<file path="src/rtl/osd_cmd_tx.sv">
// osd_cmd_tx: core-side transmitter for the OSD command bus.
// Accepts one command at a time and sends it as a framed, strobed word sequence.
module osd_cmd_tx #(
    parameter int STB_HI  = 2,
    parameter int STB_LO  = 2,
    parameter int GAP     = 4,
    parameter int BLK_LEN = 256
) (
    input  logic        clk_sys,
    input  logic        reset_n,
    input  logic        cmd_valid,
    output logic        cmd_ready,
    input  logic [1:0]  cmd_op,
    input  logic [4:0]  cmd_blk,
    input  logic [11:0] info_x,
    input  logic [11:0] info_y,
    input  logic [5:0]  info_w,
    input  logic [5:0]  info_h,
    input  logic [1:0]  info_rot,
    input  logic        dat_valid,
    output logic        dat_ready,
    input  logic [7:0]  dat_byte,
    output logic        io_osd,
    output logic        io_strobe,
    output logic [15:0] io_din,
    output logic        busy,
    output logic        done
);

    localparam int MAX_HL = (STB_HI > STB_LO) ? STB_HI : STB_LO;
    localparam int MAX_PH = (MAX_HL > GAP) ? MAX_HL : GAP;
    localparam int PW     = $clog2(MAX_PH + 1);

    // Phase counters are loaded with (length - 1) and count down to zero.
    localparam logic [PW-1:0] PH_HI   = PW'(STB_HI - 1);
    localparam logic [PW-1:0] PH_LO   = PW'(STB_LO - 1);
    localparam logic [PW-1:0] PH_GAP  = PW'(GAP - 1);
    localparam logic [PW-1:0] PH_ONE  = PW'(1);
    localparam logic [PW-1:0] PH_ZERO = '0;

    // A write sends the header plus BLK_LEN data words, so BLK_LEN remain after it.
    localparam logic [8:0] BLK_WORDS = 9'(BLK_LEN);

    typedef enum logic [2:0] {
        S_IDLE,
        S_OPEN,
        S_SETUP,
        S_HIGH,
        S_LOW,
        S_WAITD,
        S_GAP
    } state_t;

    state_t          state_q, state_d;
    logic [PW-1:0]   phase_q, phase_d;
    logic [8:0]      wcnt_q, wcnt_d;
    logic            is_wr_q, is_wr_d;
    logic [11:0]     info_x_q, info_x_d;
    logic [11:0]     info_y_q, info_y_d;
    logic [5:0]      info_w_q, info_w_d;
    logic [5:0]      info_h_q, info_h_d;
    logic [1:0]      info_rot_q, info_rot_d;
    logic            io_osd_q, io_osd_d;
    logic            io_strobe_q, io_strobe_d;
    logic [15:0]     io_din_q, io_din_d;
    logic            done_q, done_d;
    logic [15:0]     info_word;

    assign cmd_ready = (state_q == S_IDLE);
    assign busy      = (state_q != S_IDLE);
    assign dat_ready = (state_q == S_WAITD) && dat_valid;
    assign io_osd    = io_osd_q;
    assign io_strobe = io_strobe_q;
    assign io_din    = io_din_q;
    assign done      = done_q;

    // Select the next info-window operand from the count of words still to send.
    always_comb begin
        case (wcnt_q)
            9'd5:    info_word = {4'h0, info_x_q};
            9'd4:    info_word = {4'h0, info_y_q};
            9'd3:    info_word = {10'h000, info_w_q};
            9'd2:    info_word = {10'h000, info_h_q};
            default: info_word = {14'h0000, info_rot_q};
        endcase
    end

    // Next-state and next-output logic for the framing state machine.
    always_comb begin
        state_d     = state_q;
        phase_d     = phase_q;
        wcnt_d      = wcnt_q;
        is_wr_d     = is_wr_q;
        info_x_d    = info_x_q;
        info_y_d    = info_y_q;
        info_w_d    = info_w_q;
        info_h_d    = info_h_q;
        info_rot_d  = info_rot_q;
        io_osd_d    = io_osd_q;
        io_strobe_d = io_strobe_q;
        io_din_d    = io_din_q;
        done_d      = 1'b0;

        case (state_q)
            S_IDLE: begin
                if (cmd_valid) begin
                    state_d     = S_OPEN;
                    io_osd_d    = 1'b1;
                    io_strobe_d = 1'b0;
                    is_wr_d     = (cmd_op == 2'd3);
                    info_x_d    = info_x;
                    info_y_d    = info_y;
                    info_w_d    = info_w;
                    info_h_d    = info_h;
                    info_rot_d  = info_rot;
                    case (cmd_op)
                        2'd0: begin
                            io_din_d = 16'h0040;
                            wcnt_d   = 9'd0;
                        end
                        2'd1: begin
                            io_din_d = 16'h0041;
                            wcnt_d   = 9'd0;
                        end
                        2'd2: begin
                            io_din_d = 16'h0045;
                            wcnt_d   = 9'd5;
                        end
                        default: begin
                            io_din_d = 16'h0020 | {11'h000, cmd_blk};
                            wcnt_d   = BLK_WORDS;
                        end
                    endcase
                end
            end

            S_OPEN: begin
                state_d = S_SETUP;
            end

            S_SETUP: begin
                state_d     = S_HIGH;
                phase_d     = PH_HI;
                io_strobe_d = 1'b1;
            end

            S_HIGH: begin
                if (phase_q == PH_ZERO) begin
                    state_d     = S_LOW;
                    phase_d     = PH_LO;
                    io_strobe_d = 1'b0;
                end else begin
                    phase_d = phase_q - PH_ONE;
                end
            end

            S_LOW: begin
                if (phase_q != PH_ZERO) begin
                    phase_d = phase_q - PH_ONE;
                end else if (wcnt_q == 9'd0) begin
                    state_d  = S_GAP;
                    phase_d  = PH_GAP;
                    io_osd_d = 1'b0;
                    io_din_d = 16'h0000;
                    done_d   = (PH_GAP == PH_ZERO);
                end else begin
                    wcnt_d = wcnt_q - 9'd1;
                    if (is_wr_q) begin
                        state_d = S_WAITD;
                    end else begin
                        state_d  = S_SETUP;
                        io_din_d = info_word;
                    end
                end
            end

            S_WAITD: begin
                if (dat_valid) begin
                    state_d  = S_SETUP;
                    io_din_d = {8'h00, dat_byte};
                end
            end

            S_GAP: begin
                if (phase_q == PH_ZERO) begin
                    state_d = S_IDLE;
                end else begin
                    phase_d = phase_q - PH_ONE;
                    done_d  = (phase_q == PH_ONE);
                end
            end

            default: begin
                state_d = S_IDLE;
            end
        endcase
    end

    // State, counters, latched command fields and bus outputs.
    always_ff @(posedge clk_sys or negedge reset_n) begin
        if (!reset_n) begin
            state_q     <= S_IDLE;
            phase_q     <= '0;
            wcnt_q      <= 9'd0;
            is_wr_q     <= 1'b0;
            info_x_q    <= 12'h000;
            info_y_q    <= 12'h000;
            info_w_q    <= 6'h00;
            info_h_q    <= 6'h00;
            info_rot_q  <= 2'd0;
            io_osd_q    <= 1'b0;
            io_strobe_q <= 1'b0;
            io_din_q    <= 16'h0000;
            done_q      <= 1'b0;
        end else begin
            state_q     <= state_d;
            phase_q     <= phase_d;
            wcnt_q      <= wcnt_d;
            is_wr_q     <= is_wr_d;
            info_x_q    <= info_x_d;
            info_y_q    <= info_y_d;
            info_w_q    <= info_w_d;
            info_h_q    <= info_h_d;
            info_rot_q  <= info_rot_d;
            io_osd_q    <= io_osd_d;
            io_strobe_q <= io_strobe_d;
            io_din_q    <= io_din_d;
            done_q      <= done_d;
        end
    end

endmodule

</file>
<file path="config.mk">
export PLATFORM = sky130hd
export DESIGN_NAME = osd_cmd_tx
export DESIGN_NICKNAME = d
export VERILOG_FILES = /design/src/rtl/osd_cmd_tx.sv
export SDC_FILE = /design/constraint.sdc
export NUM_CORES = 1
export LEC_CHECK = 0
export BUFFER_PORTS_ARGS = -buffer_cell sky130_fd_sc_hd__buf_2
export CORE_ASPECT_RATIO = 0.8
export CORE_MARGIN = 2
export CORE_UTILIZATION = 50
export CTS_BUF_LIST = sky130_fd_sc_hd__clkbuf_16
export CTS_CLUSTER_SIZE = 8
export DETAILED_ROUTE_END_ITERATION = 6
export GPL_TIMING_DRIVEN = 0
export PLACE_DENSITY_LB_ADDON = 0.2
export SYNTH_ARGS = -nofsm -noshare
export SYNTH_HDL_FRONTEND = slang
export SYNTH_SLANG_ARGS = --single-unit
</file>
<file path="constraint.sdc">
create_clock -name clk_sys -period 2 [get_ports clk_sys]
set_clock_uncertainty 0.1 [all_clocks]
set_input_delay 0 -clock clk_sys [delete_from_list [all_inputs] [get_ports clk_sys]]
set_output_delay 0 -clock clk_sys [all_outputs]
set_load 0.05 [all_outputs]
</file>
**Word level (Yosys, flattened, before mapping)**

Index checks and enable logic that the tools add are counted.

- Register bits after elaboration: 73
- Input port bits: 57
- Word-level logic and storage cells: 93

- Add/sub/neg operators: 2
- Equal/unequal tests: 24
- Muxes and demuxes: 35
- Reduce and logical (&&, ||, !) cells: 19

Operators by type and width:

| kind | count |
|---|---|
| $mux 16 | 5 |
| $pmux 12 s4 | 1 |
| $pmux 16 s3 | 1 |
| $pmux 9 s2 | 2 |
| $mux 3 | 11 |
| $mux 9 | 3 |
| $pmux 3 s7 | 1 |
| $pmux 7 s3 | 1 |
| $eq 9x2->1 const B | 2 |
| $eq 9x3->1 const B | 2 |
| $ne 2x2->1 const B | 8 |
| $pmux 3 s4 | 1 |
| $reduce_bool 3->1 | 4 |
| $reduce_and 5->1 | 2 |
| $eq 3x3->1 const B | 3 |
| $logic_not 9->1 | 1 |
| $sub 9x1->9 const B | 1 |
| $reduce_and 4->1 | 2 |
| $mux 1 | 7 |
| $eq 3x1->1 const B | 2 |
| $eq 3x2->1 const B | 2 |
| $logic_not 3->1 | 2 |
| $ne 3x3->1 const B | 2 |
| $reduce_and 3->1 | 2 |
| 11 further kinds | 12 |

**Longest topological paths before layout**

Gate-level depths: netlist of the first run.

- Depth after elaboration: 6
- Depth in mapped cells: 9
- Mapped depth without buffers: 7

**Worst setup path after synthesis of the first run**

OpenSTA, ideal clock, no wires.

- Path type: register -> register
- From: reg wcnt_q[0]
- To: reg io_din_q[3] (netlist: io_din[3])
- Setup slack: -0.231 ns
- Buffers on the path: 2
- Arrival: 2.006 ns
- Period minus slack after synthesis: 2.231 ns
- Stages on the path, launching flop included: 10
- Cells stage by stage: dfrtp_1 -> inv_1 -> ha_1 -> buf_2 -> nor4b_4 -> and2_1 -> o311ai_1 -> and2_4 -> buf_6 -> mux2_4

- Word-level cells in the longest chain between the ends: 6
- Elaborated cells between the ends (all ways): 12
- Those cells by class: 5 x eq/ne; 5 x mux; 2 x reduce/logical

Ends and longest elaborated chain:

| what | line | source |
|---|---|---|
| start: declaration | 56 | `logic [8:0] wcnt_q, wcnt_d;` |
| start signal: assignment | 218 | `wcnt_q <= wcnt_d;` |
| $eq 9x2->1 / $eq 9x3->1 (equally long branches) | 79 | `case (wcnt_q)` |
| $pmux 12 s4 | 79 |  |
| $mux 16 | 168 | `if (is_wr_q) begin` |
| $mux 16 | 160 | `end else if (wcnt_q == 9'd0) begin` |
| $mux 16 | 158 | `if (phase_q != PH_ZERO) begin` |
| $pmux 16 s3 | 104 | `case (state_q)` |
| end signal: assignment | 227 | `io_din_q <= io_din_d;` |
| end: declaration | 65 | `logic [15:0] io_din_q, io_din_d;` |

Several ways; a longest one is shown, not always the timed one. The select of a mux whose other input is x is not followed.
A chain may end at the register's enable or synchronous reset.

**Final worst setup path of the first run**

Same ends and word-level chain as after synthesis.

==> impl_metrics.env, run 1 <==
export IMPL_status="finished with violations"
export IMPL_violations="setup timing"
export IMPL_power_frac_comb_pct=51.0
export IMPL_post_drt_wl_per_cell_um=15.84
export IMPL_ys_warn_count=0
export IMPL_slowest_delay_ns=0.46
export IMPL_grt_setup_unrepaired="yes"
export IMPL_crit_required_ns=2.12
export IMPL_fin_util_pct=73.96
export IMPL_clk_pin_slew_ns=0.06
export IMPL_wirelength_mm=11.11
export IMPL_hold_violations=0
export IMPL_grt_ovfl_total=0
export IMPL_dr_pass1_iters=5
export IMPL_synthTopCellsByArea="dfrtp_1 45%, nand2_1 13%, ha_1 3.3%"
export IMPL_path_common_cell="and2_4"
export IMPL_p_leak_uw=0.002647
export IMPL_drive_above_1_share_pct=30.37
export IMPL_yosysTopAreaCell="dfrtp_1"
export IMPL_setup_tns_final_ns=-1.208
export IMPL_dpl_worst_slack_ns=-0.4023
export IMPL_worstPathArrival_ns=2.27
export IMPL_die_w_um=101.9
export IMPL_gp_congestion=0.9099
export IMPL_fmax_mhz=465.5
export IMPL_yosysTopAreaCellShare_pct=45.05
export IMPL_syn_avg_cell_area_um2=8.730
export IMPL_cts_made_buffers=9
export IMPL_internal_power_uw=4621
export IMPL_ys_flop_type="dfrtp_1"
export IMPL_synthToLayoutAreaGrowth_pct=43.32
export IMPL_synth_seq_cells=69
export IMPL_cts_root_buf="clkbuf_16"
export IMPL_critPathKind="flip-flop to flip-flop"
export IMPL_crit_buf_inv=2
export IMPL_hp_class="input port to flip-flop"
export IMPL_synthCells=439
export IMPL_clockBufferDepth=2
export IMPL_synth_most_common_cell="nand2_1"
export IMPL_grt_max_degree=70
export IMPL_drv_slew=0
export IMPL_worst_slew_pin_slew_ns=0.8743
export IMPL_period_share_pct=107.4
export IMPL_power_density_nw_per_um2=1486
export IMPL_synth_cell_type_count=65
export IMPL_netlist_area_um2=3832
export IMPL_ios=79
export IMPL_initial_core_util_pct=51.60
export IMPL_critPathMaxFanout=6
export IMPL_setup_ws_ns=-0.1484
export IMPL_post_route_drc_count=0
export IMPL_synth_common_cells="133 x nand2_1, 69 x dfrtp_1, 23 x o21ai_0"
export IMPL_first_global_vias=3570
export IMPL_swShare_pct=43.39
export IMPL_die_y_um=82.31
export IMPL_antenna_found_initial=0
export IMPL_ir_drop_uv=745.5
export IMPL_htreeDepth=3
export IMPL_vias=3831
export IMPL_crit_chain="inv_4 -> ha_4 -> nor4b_4 -> and2_4 -> o311ai_2 -> and2_4 -> buf_8 -> mux2_4"
export IMPL_clk_latency_ns=0.34
export IMPL_max_slew_margin_pct=41.72
export IMPL_pwr_share_clk_pct=19.1
export IMPL_synth_edf_count=0
export IMPL_via_per_inst=5.465
export IMPL_dp_hpwl_mm=7.104
export IMPL_start_kind="flip-flop"
export IMPL_cp_end_kind="flip-flop"
export IMPL_post_route_min_period_ns=2.148
export IMPL_ant_nets=0
export IMPL_drtIter0Drc=273
export IMPL_rows=28
export IMPL_grtUsageTotal_pct=27.18
export IMPL_nets=658
export IMPL_portBuffers=74
export IMPL_ys_async_sr_fraction_pct=100.0
export IMPL_cpMaxStageDelayCell="dfrtp_2"
export IMPL_seqPwrFrac_pct=29.9
export IMPL_p_sw_uw=3542
export IMPL_ys_seq_area_share_pct=45.05
export IMPL_die_area_um2=8385
export IMPL_grt_pass1_wl_mm=17.43
export IMPL_num_antenna_cells=0
export IMPL_critical_path_top_delay_family="simple AND/OR/NAND/NOR gates"
export IMPL_maxCapViolCount=0
export IMPL_clock_sinks=69
export IMPL_coreArea_um2=7427
export IMPL_cts_tree="done"
export IMPL_setup_viol=16
==> metrics by stage <==
step	instance area, um2	total power, uW	hold WS [ns]	cells
4_1_cts	5290	7723	0.0003851	693
2_1_floorplan	3872	4933	-0.3956	442
3_3_place_gp	4374	5750	0.08964	621
5_1_grt	5493	8720	0.04057	701
6_report	5493	8163	0.004333	701
3_5_place_dp	4377	5845	0.07060	621
==> worst reg2reg max path: stages (launching register included) <==
cell and delay [ns]:
dfrtp_2 0.46, inv_4 0.08, ha_4 0.18, nor4b_4 0.14, and2_4 0.17, o311ai_2 0.25
and2_4 0.24, buf_8 0.13, mux2_4 0.29
==> power by group through the flow <==
stage / clock [uW] / sequential, uW / combinational, uW
2_1_floorplan: 0 / 2600 / 2330
3_3_place_gp: 0 / 2380 / 3370
3_5_place_dp: 0 / 2410 / 3440
4_1_cts: 1570 / 2410 / 3740
5_1_grt: 1650 / 2500 / 4570
6_report: 1560 / 2440 / 4160
==> what timing repair did <==
action	in CTS	in global routing
resized for setup	26	49
endpoints found under the hold margin	115	0
hold buffers	47	0
pin swaps	8	11
buffers inserted	11	6
gates cloned	0	2
setup endpoints to repair	63	55
==> cells in the final DEF (no fill, tap or decap), types with 6 or more instances in the layout <==
| master | instances |
|---|---|
| a21oi_1 | 13 |
| a22o_1 | 6 |
| a22oi_1 | 8 |
| o21ai_1 | 10 |
| ha_1 | 7 |
| dlygate4sd3_1 | 47 |
| nand3_1 | 14 |
| nand4b_1 | 6 |
| clkbuf_16 | 10 |
| dfrtp_1 | 64 |
| buf_2 | 76 |
| inv_1 | 6 |
| o21ai_0 | 14 |
| nand2_1 | 131 |
| clkbuf_1 | 7 |
| nor2_1 | 14 |
| clkbuf_2 | 9 |
| buf_4 | 24 |
==> routing by layer <==
layer	vias to the layer above	GRT usage, %	share of wire (%)
met5	-	0	0
met2	148	43.75	48
met3	9	7.912	7.2
met1	1842	36.51	44
met4	0	6.667	0.91
li1	1832	-	-
==> worst paths after layout <==
| path | startpoint | endpoint | slack [ns] | cells after the start |
|---|---|---|---|---|
| max reg2reg | wcnt_q[0] | io_din[3] | -0.15 | 8 |
| min reg2reg | info_y_q[11] | info_y_q[11] | 0.38 | 2 |
| max | wcnt_q[0] | io_din[3] | -0.15 | 8 |
| min in group asynchronous | reset_n | phase_q[2] | 0.22 | 2 |
| min | dat_byte[1] | io_din[1] | 0.004 | 5 |
| max in group asynchronous | reset_n | wcnt_q[6] | 0.93 | 2 |
==> logic make-up after synthesis <==
group / count (synthesis) / share of synthesized area, %
simple gates: 207 / 25.76
compound gates: 102 / 18.45
flops: 69 / 45.05
buf+inv: 45 / 5.779
fa+ha+maj: 10 / 3.265
mux: 5 / 1.600
other cells: 1 / 0.09785
==> registers in the layout, summed over array words and instances, names as in the netlist, 2 cells and up <==
register / flops
info_h_q: 6
info_w_q: 6
info_x_q: 12
wcnt_q: 9
state_q: 3
info_rot_q: 2
io_din: 12
phase_q: 3
info_y_q: 12
==> final cells by class <==
| class | count | area [um2] |
|---|---|---|
| plain buffers | 34 | 211.5 |
| clock buffers | 9 | 225.2 |
| clock inverters | 7 | 66.31 |
| fillers | 540 | 1934 |
| inverters | 9 | 36.28 |
| multi-input cells | 328 | 2079 |
| flip-flops and latches | 69 | 1733 |
| well taps | 105 | 131.4 |
| repair buffers | 140 | 1010 |
Note: power is estimated with default switching activity, not from simulation.
==> inputs of run 2 (changes only) <==
--- a/config.mk
+++ b/config.mk
@@ -6,9 +6,9 @@
 export NUM_CORES = 1
 export LEC_CHECK = 0
 export BUFFER_PORTS_ARGS = -buffer_cell sky130_fd_sc_hd__buf_2
+export CAP_MARGIN = 20
 export CORE_ASPECT_RATIO = 0.8
-export CORE_MARGIN = 2
-export CORE_UTILIZATION = 50
+export CORE_UTILIZATION = 29
 export CTS_BUF_LIST = sky130_fd_sc_hd__clkbuf_16
 export CTS_CLUSTER_SIZE = 8
 export DETAILED_ROUTE_END_ITERATION = 6
==> impl_metrics.env, run 2 (synthesis gave the netlist of run 1 again) <==
export IMPL_via_per_inst=4.836
export IMPL_p_leak_uw=0.002672
export IMPL_placed_area_um2=4464
export IMPL_initial_core_util_pct=29.78
export IMPL_vias=3719
export IMPL_use_met2_pct=26.53
export IMPL_drtIter0Drc=210
export IMPL_clockBufferDepth=2
export IMPL_grt_pass1_wl_mm=18.91
export IMPL_clock_sinks=69
export IMPL_status="finished with violations"
export IMPL_die_w_um=130.5
export IMPL_cts_made_buffers=9
export IMPL_final_cell_mix="132 x nand2_1, 81 x buf_2, 66 x dfrtp_1"
export IMPL_htreeDepth=3
export IMPL_period_share_pct=109.7
export IMPL_maxCapViolCount=0
export IMPL_drive_above_1_share_pct=29.12
export IMPL_setup_viol=21
export IMPL_num_antenna_cells=0
export IMPL_ir_drop_uv=633.2
export IMPL_nets=656
export IMPL_fin_cells=769
export IMPL_dp_cells=691
export IMPL_start_kind="flip-flop"
export IMPL_ios=79
export IMPL_crit_required_ns=2.11
export IMPL_post_route_drc_count=0
export IMPL_dr_pass1_iters=5
export IMPL_die_y_um=104.8
export IMPL_setup_tns_final_ns=-1.991
export IMPL_rows=37
export IMPL_critPathKind="flip-flop to flip-flop"
export IMPL_cts_tree="done"
export IMPL_drv_slew=0
export IMPL_fmax_mhz=455.9
export IMPL_setup_ws_ns=-0.1933
export IMPL_wirelength_mm=11.77
export IMPL_antenna_found_initial=0
export IMPL_critPathMaxFanout=8
export IMPL_fin_util_pct=43.79
export IMPL_violations="setup timing"
export IMPL_top_usage_layer="met2"
export IMPL_power_total_uw=8228
export IMPL_grtUsageTotal_pct=18.08
export IMPL_worstPathArrival_ns=2.31
export IMPL_grt_ovfl_total=0
export IMPL_max_slew_margin_pct=39.76
export IMPL_use_met1_pct=26.07
export IMPL_worst_slew_pin_slew_ns=0.9035
export IMPL_power_density_nw_per_um2=1460
export IMPL_clk_latency_ns=0.33
export IMPL_hold_violations=0
export IMPL_post_route_min_period_ns=2.193
export IMPL_grt_setup_unrepaired="yes"
export IMPL_cp_end_kind="flip-flop"
export IMPL_grt_max_degree=70
export IMPL_hp_class="input port to flip-flop"
export IMPL_clk_pin_slew_ns=0.05
export IMPL_post_drt_wl_per_cell_um=15.31
export IMPL_first_global_vias=3713
export IMPL_layout_cells_most_common="nand2_1"
export IMPL_finalInstanceArea_um2=5635
export IMPL_synthToLayoutAreaGrowth_pct=47.05
export IMPL_grt_use_met3_pct=4.045
export IMPL_ant_nets=0
export IMPL_portBuffers=74
export IMPL_coreArea_um2=12870
export IMPL_dp_hpwl_mm=8.090
export IMPL_die_area_um2=13680
export IMPL_gp_congestion=0.8077
export IMPL_cts_root_buf="clkbuf_16"
-- run 2: cell types whose count changed in the layout (fill, tap and decap cells not counted), moves of 3 or more --
cell	delta
buf_2	+5
buf_4	-4
clkbuf_2	-3
inv_1	+3
o21ai_0	+3
-- run 2: per-stage QoR --
stage | hold WS, ns | setup slack [ns]
final | 0.008470 | -0.1933
after floorplan | -0.3956 | -0.1045
after global routing | 0.03567 | -0.2512
after detailed placement | 0.09289 | -0.4492
after global placement | 0.09168 | -0.4598
after CTS | -0.05604 | -0.1651
-- run 2: repair_timing --
item | in CTS | in global routing
gates cloned | 0 | 1
gates resized for setup | 38 | 42
hold endpoints to repair | 116 | 1
setup endpoints to repair | 65 | 47
pin swaps | 8 | 10
hold buffers | 47 | 1
buffers inserted | 10 | 6
-- run 2: final timing paths --
kind / cells after the start / endpoint / slack, ns / startpoint
worst min-delay path: 5 / io_din[1] / 0.008 / cmd_blk[1]
worst max register to register: 6 / io_din[2] / -0.19 / wcnt_q[0]
min in group asynchronous: 2 / info_y_q[8] / 0.22 / reset_n
worst min register to register: 2 / info_y_q[2] / 0.38 / info_y_q[2]
worst max-delay path: 6 / io_din[2] / -0.19 / wcnt_q[0]
max in group asynchronous: 2 / wcnt_q[1] / 0.91 / reset_n
-- run 2: layout make-up --
| class | instances | area [um2] |
|---|---|---|
| Buffer | 33 | 210.2 |
| Fill cell | 1308 | 7234 |
| Inverter | 9 | 38.79 |
| Multi-Input combinational cell | 328 | 2152 |
| Timing Repair Buffer | 139 | 1001 |
| Sequential cell | 69 | 1730 |
| Tap cell | 175 | 219.0 |
| Clock buffer | 9 | 225.2 |
| Clock inverter | 7 | 58.81 |
-- run 2: critical path, stage by stage, from the launching register on --
cell and delay (ns):
dfrtp_2 0.45, ha_2 0.26, or3b_1 0.44, a31o_1 0.29, nand3_4 0.15, o21ai_1 0.09
mux2_1 0.30
-- run 2: per-layer routing --
metal  up-vias  share of wire, %
met3        14               4.4
met2        93                44
met5         -                 0
met4         0               1.9
met1      1794                49
li1       1818                 -
-- run 2: power breakdown --
| group | internal [uW] | switching, uW | total [uW] |
|---|---|---|---|
| clock | 946 | 584 | 1530 |
| combinational | 1680 | 2590 | 4270 |
| sequential | 1980 | 445 | 2420 |
| total | 4610 | 3620 | 8230 |
==> inputs of run 3 (changes only) <==
--- a/config.mk
+++ b/config.mk
@@ -13,7 +13,6 @@
 export CTS_CLUSTER_SIZE = 8
 export DETAILED_ROUTE_END_ITERATION = 6
 export GPL_TIMING_DRIVEN = 0
-export PLACE_DENSITY_LB_ADDON = 0.2
 export SYNTH_ARGS = -nofsm -noshare
 export SYNTH_HDL_FRONTEND = slang
 export SYNTH_SLANG_ARGS = --single-unit
==> impl_metrics.env, run 3 (synthesis gave the netlist of run 1 again) <==
export IMPL_grt_max_degree=70
export IMPL_status="finished with violations"
export IMPL_p_sw_uw=3707
export IMPL_swShare_pct=44.23
export IMPL_drv_slew=0
export IMPL_multi_input_area_um2=2168
export IMPL_route_met3_wl_um=647
export IMPL_hp_class="input port to flip-flop"
export IMPL_critical_path_top_delay_family="simple AND/OR/NAND/NOR gates"
export IMPL_dp_hpwl_mm=7.978
export IMPL_drive_above_1_share_pct=30.99
export IMPL_synthToLayoutAreaGrowth_pct=49.07
export IMPL_die_y_um=104.8
export IMPL_grt_setup_unrepaired="yes"
export IMPL_cp_end_kind="flip-flop"
export IMPL_placed_area_um2=4464
export IMPL_critPathKind="flip-flop to flip-flop"
export IMPL_die_area_um2=13680
export IMPL_seqPwrFrac_pct=29.2
export IMPL_pwr_share_clk_pct=19.5
export IMPL_period_share_pct=108.3
export IMPL_post_route_drc_count=0
export IMPL_worstPathArrival_ns=2.28
export IMPL_portBuffers=74
export IMPL_critPathMaxFanout=8
export IMPL_worst_slew_pin_slew_ns=0.8991
export IMPL_fin_util_pct=44.39
export IMPL_setup_tns_final_ns=-1.940
export IMPL_clock_sinks=69
export IMPL_cpMaxStageDelayCell="dfrtp_2"
export IMPL_power_frac_comb_pct=51.3
export IMPL_first_global_vias=3699
export IMPL_via_per_inst=4.852
export IMPL_gp_congestion=0.8518
export IMPL_ir_drop_uv=675.1
export IMPL_rows=37
export IMPL_dr_pass1_iters=5
export IMPL_grt_ovfl_total=0
export IMPL_setup_viol=21
export IMPL_crit_required_ns=2.12
export IMPL_htreeDepth=3
export IMPL_slowest_delay_ns=0.43
export IMPL_wirelength_mm=11.63
export IMPL_dr_wl_met2_mm=5.008
export IMPL_start_kind="flip-flop"
export IMPL_finalInstanceArea_um2=5713
export IMPL_die_w_um=130.5
export IMPL_layout_cells_most_common="nand2_1"
export IMPL_ios=79
export IMPL_post_drt_wl_per_cell_um=15.06
export IMPL_setup_ws_ns=-0.1652
export IMPL_ant_nets=0
export IMPL_cts_made_buffers=9
export IMPL_coreArea_um2=12870
export IMPL_antenna_found_initial=1
export IMPL_cts_tree="done"
export IMPL_ff_latch_area_um2=1730
export IMPL_clk_latency_ns=0.34
export IMPL_power_total_uw=8382
export IMPL_grt_pass1_wl_mm=18.73
export IMPL_max_slew_margin_pct=40.06
export IMPL_crit_chain="inv_2 -> ha_2 -> or3b_4 -> a31o_1 -> nand3_4 -> o21ai_1 -> mux2_1"
export IMPL_post_route_min_period_ns=2.165
export IMPL_met1Wirelength_mm=5.839
export IMPL_num_antenna_cells=0
export IMPL_hold_violations=0
export IMPL_nets=659
export IMPL_dpl_worst_slack_ns=-0.4573
export IMPL_violations="setup timing"
export IMPL_clockBufferDepth=2
export IMPL_num_fill_cells=1278
export IMPL_p_leak_uw=0.002677
export IMPL_vias=3746
export IMPL_top_layer="met5"
export IMPL_final_cell_mix="131 x nand2_1, 78 x buf_2, 66 x dfrtp_1"
export IMPL_crit_buf_inv=1
export IMPL_internal_power_uw=4675
export IMPL_drtIter0Drc=311
export IMPL_clk_pin_slew_ns=0.06
export IMPL_grtUsageTotal_pct=17.78
export IMPL_maxCapViolCount=0
export IMPL_cts_root_buf="clkbuf_16"
export IMPL_initial_core_util_pct=29.78
export IMPL_power_density_nw_per_um2=1467
export IMPL_fmax_mhz=461.9
run 3: changes by cell type in the layout (fill, tap and decap cells not counted), sizes merged:
cell	delta
clkbuf	+4
buf	-2
clkinv	-1
inv	+1
dlygate4sd3	+1
run 3: what timing repair did:
action / in CTS / in global routing
resized for setup: 38 / 53
buffers inserted: 11 / 5
pin swaps: 11 / 22
setup endpoints to repair: 63 / 59
hold buffers: 49 / 0
hold endpoints to repair: 116 / 0
cloned: 1 / 1
run 3: cell type report:
type | count | area share, %
multi-input combinational | 328 | 37.95
inverter | 9 | 0.6351
sequential | 69 | 30.29
timing repair buffer | 141 | 18.27
clock inverter | 7 | 1.424
tap | 175 | 3.833
buffer | 34 | 3.657
clock buffer | 9 | 3.942
run 3: power by group through the flow:
stage / Clock (uW) / Combinational, uW / Sequential (uW)
3_5_place_dp: 0 / 3490 / 2410
3_3_place_gp: 0 / 3430 / 2380
6_report: 1640 / 4300 / 2450
2_1_floorplan: 0 / 2330 / 2600
5_1_grt: 1730 / 4720 / 2510
4_1_cts: 1670 / 3940 / 2420
run 3: layer usage:
metal / track usage, % / vias to the layer above
met5: 0 / -
met1: 25.18 / 1793
met3: 5.786 / 14
li1: - / 1839
met2: 25.62 / 98
met4: 4.844 / 2
run 3: path summary, 6_finish.rpt:
path | startpoint | to | slack, ns | cells past startpoint
worst max register to register | wcnt_q[1] | io_din[2] | -0.17 | 7
max in group asynchronous | reset_n | wcnt_q[1] | 0.92 | 2
worst min register to register | info_y_q[11] | info_y_q[11] | 0.38 | 2
min in group asynchronous | reset_n | phase_q[0] | 0.22 | 2
worst min-delay path | dat_byte[6] | io_din[6] | 0.03 | 4
worst max-delay path | wcnt_q[1] | io_din[2] | -0.17 | 7
run 3: per-stage QoR:
step | hold WS (ns) | instances
detailed placement | 0.08877 | 691
floorplan | -0.3956 | 442
global placement | 0.09398 | 691
CTS | 0.02808 | 766
finish | 0.03279 | 772
global route | 0.04681 | 772
run 3: worst register-to-register path, stage by stage, from the launching register on:
cell and delay, ns:
dfrtp_2 0.43, inv_2 0.08, ha_2 0.23, or3b_4 0.42, a31o_1 0.28, nand3_4 0.13, o21ai_1 0.09, mux2_1 0.29
